File: config.mk
export PLATFORM = sky130hd
export DESIGN_NAME = seq_div8x4
export DESIGN_NICKNAME = d
export VERILOG_FILES = /design/src/rtl/seq_div_pkg.sv /design/src/rtl/seq_div8x4_div_step.sv /design/src/rtl/seq_div8x4.sv
export SDC_FILE = /design/constraint.sdc
export NUM_CORES = 1
export LEC_CHECK = 0
export ABC_AREA = 1
export CORE_UTILIZATION = 45
export CTS_BUF_LIST = sky130_fd_sc_hd__clkbuf_2
export CTS_CLUSTER_SIZE = 12
export DETAILED_ROUTE_END_ITERATION = 10
export GPL_ROUTABILITY_DRIVEN = 1
export PLACE_DENSITY_LB_ADDON = 0.12
export SYNTH_ARGS = -nofsm -noshare
export SYNTH_HDL_FRONTEND = slang
export SYNTH_SLANG_ARGS = --single-unit
File: constraint.sdc
create_clock -name clk -period 1.7 [get_ports clk]
set_input_delay 0.34 -clock clk [delete_from_list [all_inputs] [get_ports clk]]
set_output_delay 0.34 -clock clk [all_outputs]
set_load 0.02 [all_outputs]
File: src/rtl/seq_div_pkg.sv
// Shared widths, FSM encoding and constants for the sequential 8/4 divider.
package seq_div_pkg;

    localparam int unsigned DVD_W = 8;
    localparam int unsigned DVS_W = 4;
    localparam int unsigned CNT_W = 3;
    localparam int unsigned ST_W  = 2;

    // FSM state encoding
    localparam logic [ST_W-1:0] IDLE = 2'd0;
    localparam logic [ST_W-1:0] RUN  = 2'd1;
    localparam logic [ST_W-1:0] FIN  = 2'd2;

    // First iteration index; counts down to 0
    localparam logic [CNT_W-1:0] CNT_FIRST = CNT_W'(DVD_W - 1);

    // Quotient reported when the divisor is zero
    localparam logic [DVD_W-1:0] DBZ_QUOTIENT = 8'hFF;

    // Result payload held on the outputs
    typedef struct packed {
        logic [DVD_W-1:0] quotient;
        logic [DVS_W-1:0] remainder;
        logic             div_by_zero;
    } div_result_t;

endpackage

File: src/rtl/seq_div8x4_div_step.sv
// One restoring-division iteration (purely combinational).
//   partial      : current partial remainder (always < divisor)
//   dividend_msb : next dividend bit shifted into the trial value
//   divisor      : divisor
//   next_partial : partial remainder after the trial subtraction
//   q_bit        : quotient bit produced by this iteration
module div_step
    import seq_div_pkg::*;
(
    input  logic [DVS_W-1:0] partial,
    input  logic             dividend_msb,
    input  logic [DVS_W-1:0] divisor,
    output logic [DVS_W-1:0] next_partial,
    output logic             q_bit
);

    logic [DVS_W:0] trial;

    // The 5th bit only matters for the compare: since partial < divisor,
    // trial < 2*divisor and the difference always fits back in 4 bits.
    always_comb begin
        trial        = {partial, dividend_msb};
        q_bit        = (trial >= {1'b0, divisor});
        next_partial = q_bit ? DVS_W'(trial - {1'b0, divisor}) : trial[DVS_W-1:0];
    end

endmodule

File: src/rtl/seq_div8x4.sv
// Sequential restoring divider: 8-bit dividend / 4-bit divisor, one quotient
// bit per clock, start/busy/done handshake.
//   clk, rst_n  : clock, asynchronous active-low reset
//   start       : request; accepted only while busy=0
//   dividend    : 8-bit unsigned dividend, captured on accept
//   divisor     : 4-bit unsigned divisor, captured on accept
//   busy        : operation in progress
//   done        : one-cycle pulse when results update
//   quotient    : registered 8-bit quotient
//   remainder   : registered 4-bit remainder
//   div_by_zero : registered flag, captured divisor was zero
module seq_div8x4
    import seq_div_pkg::*;
(
    input  logic             clk,
    input  logic             rst_n,
    input  logic             start,
    input  logic [DVD_W-1:0] dividend,
    input  logic [DVS_W-1:0] divisor,
    output logic             busy,
    output logic             done,
    output logic [DVD_W-1:0] quotient,
    output logic [DVS_W-1:0] remainder,
    output logic             div_by_zero
);

    logic [ST_W-1:0]  state_q, state_d;
    logic [CNT_W-1:0] cnt_q,   cnt_d;
    logic [DVD_W-1:0] dvd_q,   dvd_d;
    logic [DVD_W-1:0] quo_q,   quo_d;
    logic [DVS_W-1:0] dvs_q,   dvs_d;
    logic [DVS_W-1:0] part_q,  part_d;
    logic             dbz_q,   dbz_d;
    logic             busy_q,  busy_d;
    logic             done_q,  done_d;
    div_result_t      res_q,   res_d;

    logic [DVS_W-1:0] step_partial;
    logic             step_qbit;

    div_step u_step (
        .partial      (part_q),
        .dividend_msb (dvd_q[DVD_W-1]),
        .divisor      (dvs_q),
        .next_partial (step_partial),
        .q_bit        (step_qbit)
    );

    // State register
    always_ff @(posedge clk or negedge rst_n) begin
        if (!rst_n) begin
            state_q <= IDLE;
        end else begin
            state_q <= state_d;
        end
    end

    // Datapath and output registers
    always_ff @(posedge clk or negedge rst_n) begin
        if (!rst_n) begin
            cnt_q  <= '0;
            dvd_q  <= '0;
            quo_q  <= '0;
            dvs_q  <= '0;
            part_q <= '0;
            dbz_q  <= 1'b0;
            busy_q <= 1'b0;
            done_q <= 1'b0;
            res_q  <= '0;
        end else begin
            cnt_q  <= cnt_d;
            dvd_q  <= dvd_d;
            quo_q  <= quo_d;
            dvs_q  <= dvs_d;
            part_q <= part_d;
            dbz_q  <= dbz_d;
            busy_q <= busy_d;
            done_q <= done_d;
            res_q  <= res_d;
        end
    end

    // Next-state and next-register logic
    always_comb begin
        state_d = state_q;
        cnt_d   = cnt_q;
        dvd_d   = dvd_q;
        quo_d   = quo_q;
        dvs_d   = dvs_q;
        part_d  = part_q;
        dbz_d   = dbz_q;
        busy_d  = busy_q;
        done_d  = 1'b0;
        res_d   = res_q;

        case (state_q)
            IDLE: begin
                if (start) begin
                    dvd_d  = dividend;
                    dvs_d  = divisor;
                    cnt_d  = CNT_FIRST;
                    busy_d = 1'b1;
                    if (divisor == '0) begin
                        // Preload the divide-by-zero result; FIN publishes it.
                        quo_d   = DBZ_QUOTIENT;
                        part_d  = dividend[DVS_W-1:0];
                        dbz_d   = 1'b1;
                        state_d = FIN;
                    end else begin
                        quo_d   = '0;
                        part_d  = '0;
                        dbz_d   = 1'b0;
                        state_d = RUN;
                    end
                end
            end

            RUN: begin
                part_d = step_partial;
                quo_d  = {quo_q[DVD_W-2:0], step_qbit};
                dvd_d  = {dvd_q[DVD_W-2:0], 1'b0};
                cnt_d  = cnt_q - CNT_W'(1);
                if (cnt_q == '0) begin
                    state_d = FIN;
                end
            end

            FIN: begin
                res_d.quotient    = quo_q;
                res_d.remainder   = part_q;
                res_d.div_by_zero = dbz_q;
                done_d            = 1'b1;
                busy_d            = 1'b0;
                state_d           = IDLE;
            end

            default: begin
                state_d = IDLE;
                busy_d  = 1'b0;
            end
        endcase
    end

    assign busy        = busy_q;
    assign done        = done_q;
    assign quotient    = res_q.quotient;
    assign remainder   = res_q.remainder;
    assign div_by_zero = res_q.div_by_zero;

endmodule

==> results of run 1 <==
worst max-delay path by stage:
stage / from / endpoint / cells after the start
finish: dvs_q[0] / part_q[2] / 6
global route: dvs_q[1] / part_q[0] / 11
floorplan: part_q[1] / part_q[3] / 7
CTS: part_q[1] / part_q[2] / 8
detailed placement: start / quo_q[7] / 8
global placement: start / quo_q[7] / 8
logic make-up after synthesis:
kind of cell | count (synthesis) | synth area share
AND/OR/NAND/NOR | 100 | 0.207
buffers and inverters | 44 | 0.0942
flip-flops | 45 | 0.530
XOR/XNOR | 1 | 0.00412
adder cells (fa/ha/maj) | 7 | 0.0448
AO/OA/AOI/OAI | 40 | 0.120
sequential cells by signal, indices dropped and copies added (netlist names):
name / count
remainder: 4
state_q: 2
dvd_q: 8
quotient: 8
part_q: 4
quo_q: 8
done: 1
div_by_zero: 1
dvs_q: 4
dbz_q: 1
cnt_q: 3
busy: 1
cell usage in the layout (no fill, tap or decap), types with 2 or more instances in the layout:
| cell type | instances |
|---|---|
| a211oi_2 | 2 |
| a21oi_1 | 8 |
| a22oi_1 | 2 |
| buf_12 | 2 |
| buf_4 | 6 |
| clkbuf_2 | 5 |
| clkdlybuf4s50_1 | 13 |
| dfrtp_1 | 45 |
| dlygate4sd2_1 | 15 |
| ha_1 | 5 |
| inv_1 | 31 |
| inv_2 | 5 |
| nand2_1 | 74 |
| nand3_1 | 11 |
| nor2_1 | 4 |
| nor2_4 | 2 |
| nor3_1 | 2 |
| o211ai_1 | 4 |
| o21ai_0 | 15 |
| o21ai_1 | 3 |
| o221ai_1 | 2 |
layout make-up:
class,count,area share
sequential,45,0.442
timing repair buffer,38,0.142
clock inverter,3,0.00687
multi-input combinational,148,0.319
tap,52,0.0255
inverter,37,0.0554
clock buffer,5,0.00981
stage by stage:
stage               setup slack [ns]  area, um^2   util  hold WS, ns  cells
global placement              0.0717        2500  0.563        0.340    319
detailed placement            0.0584        2500  0.563        0.340    319
floorplan                      0.228        2120      -       0.0444    237
global route               0.0000491        2550  0.574        0.391    328
CTS                            0.106        2530  0.570        0.391    328
finish                         0.172        2550  0.574        0.399    328
power breakdown:
part	switching, mW	internal (mW)
sequential	0.262	1.56
combinational	1.62	1.11
clock	0.348	0.0974
per-layer routing:
layer,vias up,track usage,wire (um)
li1,829,-,-
met1,729,0.250,1980
met2,40,0.290,1820
met3,7,0.0413,193
met4,0,0.0889,79
met5,-,0,0
worst max-delay path, cell delays in order, from the launching register on:
cell and delay [ns]:
dfrtp_1 0.44, ha_1 0.24, fa_1 0.38, xor2_1 0.15, nand2_1 0.07, nand3_1 0.07
a21oi_1 0.13
timing repair:
item                       4_1_cts  5_1_grt
hold endpoints to repair        45        0
setup endpoints to repair       15        4
pin swaps                        0        1
gates resized for setup         15        2
hold buffers                     1        0
==> impl_metrics.tcl, run 1 <==
set metrics [dict create \
    fmax_mhz 654 \
    antenna_found_initial 0 \
    cp-end-kind "flop" \
    finalPower_mw 5.00 \
    initial_core_util 0.478 \
    route.detailed.drc 8 \
    cts_buffer_depth 2 \
    root_buffer "clkbuf_2" \
    drtIter0Drc 105 \
    slew_headroom 0.800 \
    synth_seq_cells 45 \
    max_cap_violations 0 \
    routedWlPerCell_um 12.4 \
    grt_pass1_wl_um 7130 \
    violations "DRC" \
    synth_top_flop_cell "dfrtp_1" \
    leakage_nw 1.37 \
    post-cts-setup-buffers 0 \
    grt.overflow.total 0 \
    yosys.area.top_type_share 0.530 \
    diodes 0 \
    die_h_um 70.7 \
    irDropWorstVdd_uv 1210 \
    min_period_ns 1.53 \
    syn_nets 259 \
    dp_hpwl_um 2930 \
    fin_nets 297 \
    syn_to_final_growth_pct 20.0 \
    yosysSeqAreaShare 0.530 \
    finalCritPeriodShare 0.899 \
    track_usage 0.187 \
    min_path_type "in -> async" \
    dieArea_um2 5000 \
    grt_max_degree 46 \
    r2r_cells 6 \
    critPathKind "reg -> reg" \
    crit_arrival_ns 1.89 \
    drive_gt1_frac 0.127 \
    wirelength_um 4080 \
    port-buffer-count 29 \
    h-tree-depth 2 \
    drv_slew 0 \
    yosys.area.top_type "dfrtp_1" \
    clock_sinks 45 \
    row_count 24 \
    clock_latency_ns 0.42 \
    nFillCells 417 \
    core_area_um2 4440 \
    synth_edf_count 0 \
    synth_area_leaders "dfrtp_1, nand2_1, inv_1" \
    cts_buffers 5 \
    worstPathMaxFanout 3 \
    cts_tree "done" \
    fin_setup_tns_ns 0 \
    synthTopCellsByCount "nand2_1, dfrtp_1, inv_1" \
    r2r_slack_ns 0.17 \
    clock-skew-final_ns 0.0181 \
    grt_pass1_vias 1602 \
    via_per_inst 4.89 \
    reg2reg_from "dvs_q[0]" \
    routabilityCongestion 0.810 \
    tightest_slew_ns 0.299 \
    power.density_nw_per_um2 1960 \
    ys_warn_count 0 \
    first_pass_iters 7 \
    async_flop_share 1.00 \
    via_count 1605 \
    yosysUniqueCellTypes 32 \
    synthMostInstantiatedCell "nand2_1" \
    rsz0062_at_grt "no" \
    required_ns 2.06 \
    syn_area_per_cell_um2 8.96 \
    r2r-end "part_q[2]" \
    dieWidth_um 70.7 \
    io_pins 30 \
    status "complete, but fails checks" \
    synth_area_um2 2120 \
    layout.area.seq_um2 1130 \
    worst_setup_path_start_kind "flop" \
    hold_viol 0 \
    netlist_instances 237 \
    ant_nets 0 \
    final-setup-viol-count 0 \
    multi_input_area_um2 813 \
    path_clk_slew_ns 0.23 \
]
Power figures use the tool's default switching activity.
==> run 2: changes to the inputs <==
==> constraint.sdc (replaced) <==
create_clock -name clk -period 1.7 [get_ports clk]
set_input_delay 0.255 -clock clk [delete_from_list [all_inputs] [get_ports clk]]
set_output_delay 0.255 -clock clk [all_outputs]
set_load 0.02 [all_outputs]
==> run 2 against run 1 <==
Compared with the run above:
- the flow still finishes with violations (DRC)
- combinational power up 2%
- register-to-register slack about the same
- clock power up 5.2%
- first-iteration DRC count is 18% higher
- sequential power barely moved
- flip-flop and latch count unchanged
- non-clock buffer count unchanged
- highest routed layer unchanged
- final cell count unchanged
==> impl_metrics.tcl, run 2 (synthesis gave the netlist of run 1 again) <==
set metrics [dict create \
    drtIter0Drc 124 \
    utilization 0.584 \
    status "complete, but fails checks" \
    fmax_mhz 610 \
    final-instance-count-excl-fill 328 \
    switching_share 0.448 \
    row_count 24 \
    grt.overflow.total 0 \
    path_delay_family "buffers and inverters" \
    power.density_nw_per_um2 1960 \
    crit_arrival_ns 1.38 \
    critical_path_depth 1 \
    grt_pass1_wl_um 7380 \
    comb_power_share 0.549 \
    dp_hpwl_um 2840 \
    diodes 0 \
    leakage_nw 1.51 \
    dieWidth_um 70.7 \
    dp_cells 318 \
    wirelength_um 4090 \
    fin_nets 297 \
    switchingPower_mw 2.28 \
    place_area_um2 2470 \
    p_clk_frac 0.092 \
    root_buffer "clkbuf_2" \
    fin_area_um2 2600 \
    drive_gt1_frac 0.145 \
    tightest_slew_ns 0.551 \
    finalCritPeriodShare 0.964 \
    via_per_inst 4.91 \
    antenna_found_initial 0 \
    max_stage_delay_ns 0.59 \
    irDropWorstVdd_uv 991 \
    layout_common_cells "nand2_1, dfrtp_1, inv_1, o21ai_0, clkdlybuf4s50_1" \
    cts_tree "done" \
    initial_core_util 0.478 \
    crit_chain "clkdlybuf4s50_1" \
    crit_buf_inv 1 \
    syn_to_final_growth_pct 22.3 \
    cts_buffer_depth 2 \
    die_h_um 70.7 \
    worst_setup_path_start_kind "flop" \
    min_path_type "in -> reg" \
    internal_power_mw 2.81 \
    max_cap_violations 0 \
    fin_setup_tns_ns 0 \
    layout_commonest_cell "nand2_1" \
    min_period_ns 1.64 \
    track_usage 0.188 \
    ant_nets 0 \
    holdPathStages 3 \
    first_pass_iters 7 \
    drv_slew 0 \
    critPathKind "reg -> out" \
    clock-skew-final_ns 0.0220 \
    r2r_cells 6 \
    route.detailed.drc 8 \
    io_pins 30 \
    holdWs_ns 0.391 \
    worstPathMaxFanout 1 \
    core_area_um2 4440 \
    path_clk_slew_ns 0.23 \
    cp-end-kind "primary output" \
    nFillCells 408 \
    crit_slowest_cell "clkdlybuf4s50_1" \
    slew_headroom 0.632 \
    port-buffer-count 29 \
    routabilityCongestion 0.826 \
    violations "DRC" \
    via_count 1610 \
    clock_sinks 45 \
    clock_latency_ns 0.42 \
    routedWlPerCell_um 12.5 \
    grt_pass1_vias 1568 \
    final-setup-viol-count 0 \
    dieArea_um2 5000 \
    cts_buffers 5 \
    h-tree-depth 2 \
    hold_viol 0 \
    power_frac_seq 0.359 \
    required_ns 1.44 \
    grt_max_degree 46 \
]
run 2: changes by cell type in the layout (fill, tap and decap cells not counted), moves of 2 or more:
cell / delta
dlymetal6s2s_1: +13
dlygate4sd2_1: -14
nand2_1: -2
buf_4: +2
buf_12: -2
run 2: per-layer routing:
layer	track usage	wire length (um)	part of all wire	vias to the layer above
met4	0.0667	49	0.012	0
met5	0	0	0	-
met3	0.0413	211	0.052	5
li1	-	-	-	828
met2	0.288	1770	0.43	40
met1	0.267	2060	0.50	737
run 2: area by class of cell:
class                           count  area (um^2)  share of cell area
Timing Repair Buffer               38          387               0.149
Inverter                           37          141              0.0544
Multi-Input combinational cell    148          832               0.320
Tap cell                           52         65.1              0.0250
Clock buffer                        5         25.0             0.00963
Sequential cell                    45         1130               0.434
Clock inverter                      3         21.3             0.00819
run 2: final timing paths:
path                       slack (ns)    startpoint           end
min in group asynchronous        0.40         rst_n    state_q[1]
max                              0.06          done          done
min reg2reg                      0.49  remainder[3]  remainder[3]
max reg2reg                      0.16      dvs_q[0]     part_q[2]
max in group asynchronous        0.92         rst_n         dbz_q
min                              0.39    divisor[0]      dvs_q[0]
run 2: timing repair:
action | CTS | global route
setup endpoints to repair | 1 | 19
pin swaps | 0 | 2
hold buffers | 1 | 0
buffers inserted | 0 | 1
hold endpoints to repair | 45 | 0
resized for setup | 1 | 21
run 2: power groups by stage:
stage	clock network (mW)	logic, mW	registers (mW)
final	0.468	2.79	1.83
after global routing	0.518	3.23	1.89
after CTS	0.479	2.67	1.84
after detailed placement	0	2.66	1.86
after global placement	0	2.62	1.85
after floorplan	0	1.80	2.00
run 2: per-stage QoR:
stage / power (mW) / worst slack, ns
final: 5.09 / 0.0607
after global routing: 5.64 / -0.0301
after CTS: 4.98 / 0.00425
after detailed placement: 4.52 / 0.00543
after global placement: 4.47 / 0.0572
after floorplan: 3.80 / 0.228
==> run 3: changes to the inputs <==
- SETUP_SLACK_MARGIN: default -> 0.1
==> run 3 against run 2 <==
Compared with the run above:
- the flow still finishes with violations (DRC)
- clock power about the same
- critical path depth grew 10
- non-clock buffer count up 5
- largest cell class unchanged
- highest routed layer unchanged
==> impl_metrics.tcl, run 3 (synthesis gave the netlist of run 1 again) <==
set metrics [dict create \
    status "complete, but fails checks" \
    violations "DRC" \
    route.detailed.drc 8 \
    grt_max_degree 46 \
    rsz0062_at_grt "yes" \
    dp_cells 318 \
    critPathKind "reg -> reg" \
    fin_setup_tns_ns 0 \
    crit_slowest_cell "dfrtp_1" \
    first_pass_iters 7 \
    cts_buffers 5 \
    min_period_ns 1.52 \
    max_cap_violations 0 \
    cp_common_cell "nand2_1" \
    via_count 1629 \
    layout_commonest_cell "nand2_1" \
    diodes 0 \
    irDropWorstVdd_uv 989 \
    finalCritPeriodShare 0.897 \
    dieArea_um2 5000 \
    routedWlPerCell_um 12.7 \
    clock_latency_ns 0.42 \
    die_h_um 70.7 \
    utilization 0.591 \
    final-instance-count-excl-fill 333 \
    hold_viol 0 \
    worst_setup_path_start_kind "flop" \
    fin_nets 302 \
    crit_arrival_ns 1.89 \
    path_clk_slew_ns 0.22 \
    cp-end-kind "flop" \
    routabilityCongestion 0.826 \
    required_ns 2.06 \
    clock-skew-final_ns 0.0267 \
    drv_slew 0 \
    leakage_nw 1.39 \
    port-buffer-count 29 \
    crit_chain "inv_2 -> ha_4 -> nand2_2 -> inv_1 -> nand2_1 -> nand2_1 -> nand2_2 -> nand2_4 -> nand2_1 -> nand3_1 -> a21oi_2" \
    h-tree-depth 2 \
    grt_pass1_vias 1576 \
    reg2reg_from "dvs_q[1]" \
    root_buffer "clkbuf_2" \
    row_count 24 \
    worstPathMaxFanout 6 \
    cts_buffer_depth 2 \
    antenna_found_initial 0 \
    fmax_mhz 656 \
    drtIter0Drc 95 \
    cts_tree "done" \
    clock_sinks 45 \
    ant_nets 0 \
    initial_core_util 0.478 \
    track_usage 0.189 \
    min_path_type "in -> reg" \
    io_pins 30 \
    tightest_slew_ns 0.559 \
    power.density_nw_per_um2 2020 \
    slew_headroom 0.627 \
    min_from "divisor[0]" \
    dieWidth_um 70.7 \
    layout_common_cells "nand2_1, dfrtp_1, inv_1, o21ai_0, dlygate4sd2_1" \
    cp-startpoint "dvs_q[1]" \
    grt.overflow.total 0 \
    wirelength_um 4220 \
    dp_hpwl_um 2840 \
    drive_gt1_frac 0.192 \
    syn_to_final_growth_pct 23.6 \
    core_area_um2 4440 \
    final-setup-viol-count 0 \
    max_stage_delay_ns 0.44 \
    grt_pass1_wl_um 7390 \
    via_per_inst 4.89 \
]
-- run 3: cell count changes in the layout (fill, tap and decap cells not counted), sizes merged --
cell,delta
buf,+5
clkdlybuf4s50,-1
dlygate4sd2,+14
dlymetal6s2s,-13
-- run 3: cell type report --
class / instances / area (um^2)
Fill cell: 401 / 1820
Tap cell: 52 / 65.1
Sequential cell: 45 / 1130
Multi-Input combinational cell: 148 / 872
Timing Repair Buffer: 43 / 374
Clock buffer: 5 / 25.0
Inverter: 37 / 141
Clock inverter: 3 / 21.3
-- run 3: per-layer routing --
layer / share of wire / routed length [um] / GRT usage
met1: 0.48 / 2030 / 0.267
met4: 0.012 / 49 / 0.0667
met2: 0.46 / 1950 / 0.290
met5: 0 / 0 / 0
met3: 0.044 / 184 / 0.0413
-- run 3: metrics by stage --
stage / setup WS, ns / cell area (um^2) / power (mW) / hold WS, ns
after floorplan: 0.228 / 2120 / 3.80 / -0.0406
after global placement: 0.0572 / 2470 / 4.47 / 0.372
after detailed placement: 0.00543 / 2470 / 4.52 / 0.370
after CTS: 0.103 / 2520 / 4.92 / 0.378
after global routing: 0.0213 / 2630 / 5.87 / 0.394
final: 0.175 / 2630 / 5.32 / 0.390
-- run 3: worst max-delay path: cells and delay by family, from the launching register on --
family / cells / cell delay, ns
compound gates: 1 / 0.14
fa+ha+maj: 1 / 0.20
simple gates: 7 / 0.58
buf+inv: 2 / 0.13
flops: 1 / 0.44
-- run 3: path summary, 6_finish.rpt --
kind	end	cells past startpoint	slack [ns]
max	part_q[1]	11	0.18
min	dvs_q[0]	3	0.39
max reg2reg	part_q[1]	11	0.18
min reg2reg	remainder[3]	2	0.49
max in group asynchronous	quotient[7]	3	0.91
min in group asynchronous	state_q[1]	3	0.40
-- run 3: what timing repair did --
| action | in CTS | in global routing |
|---|---|---|
| pin swaps | 1 | 8 |
| setup endpoints to repair | 19 | 23 |
| hold buffers | 1 | 0 |
| resized for setup | 16 | 16 |
| setup buffers | 1 | 5 |
| cloned | 0 | 0 |
| endpoints found under the hold margin | 45 | 0 |
-- run 3: power breakdown --
group | internal [mW] | leakage, nW | switching, mW
Sequential | 1.57 | 0.563 | 0.285
Combinational | 1.25 | 0.798 | 1.75
Clock | 0.104 | 0.0294 | 0.362
Total | 2.92 | 1.39 | 2.39
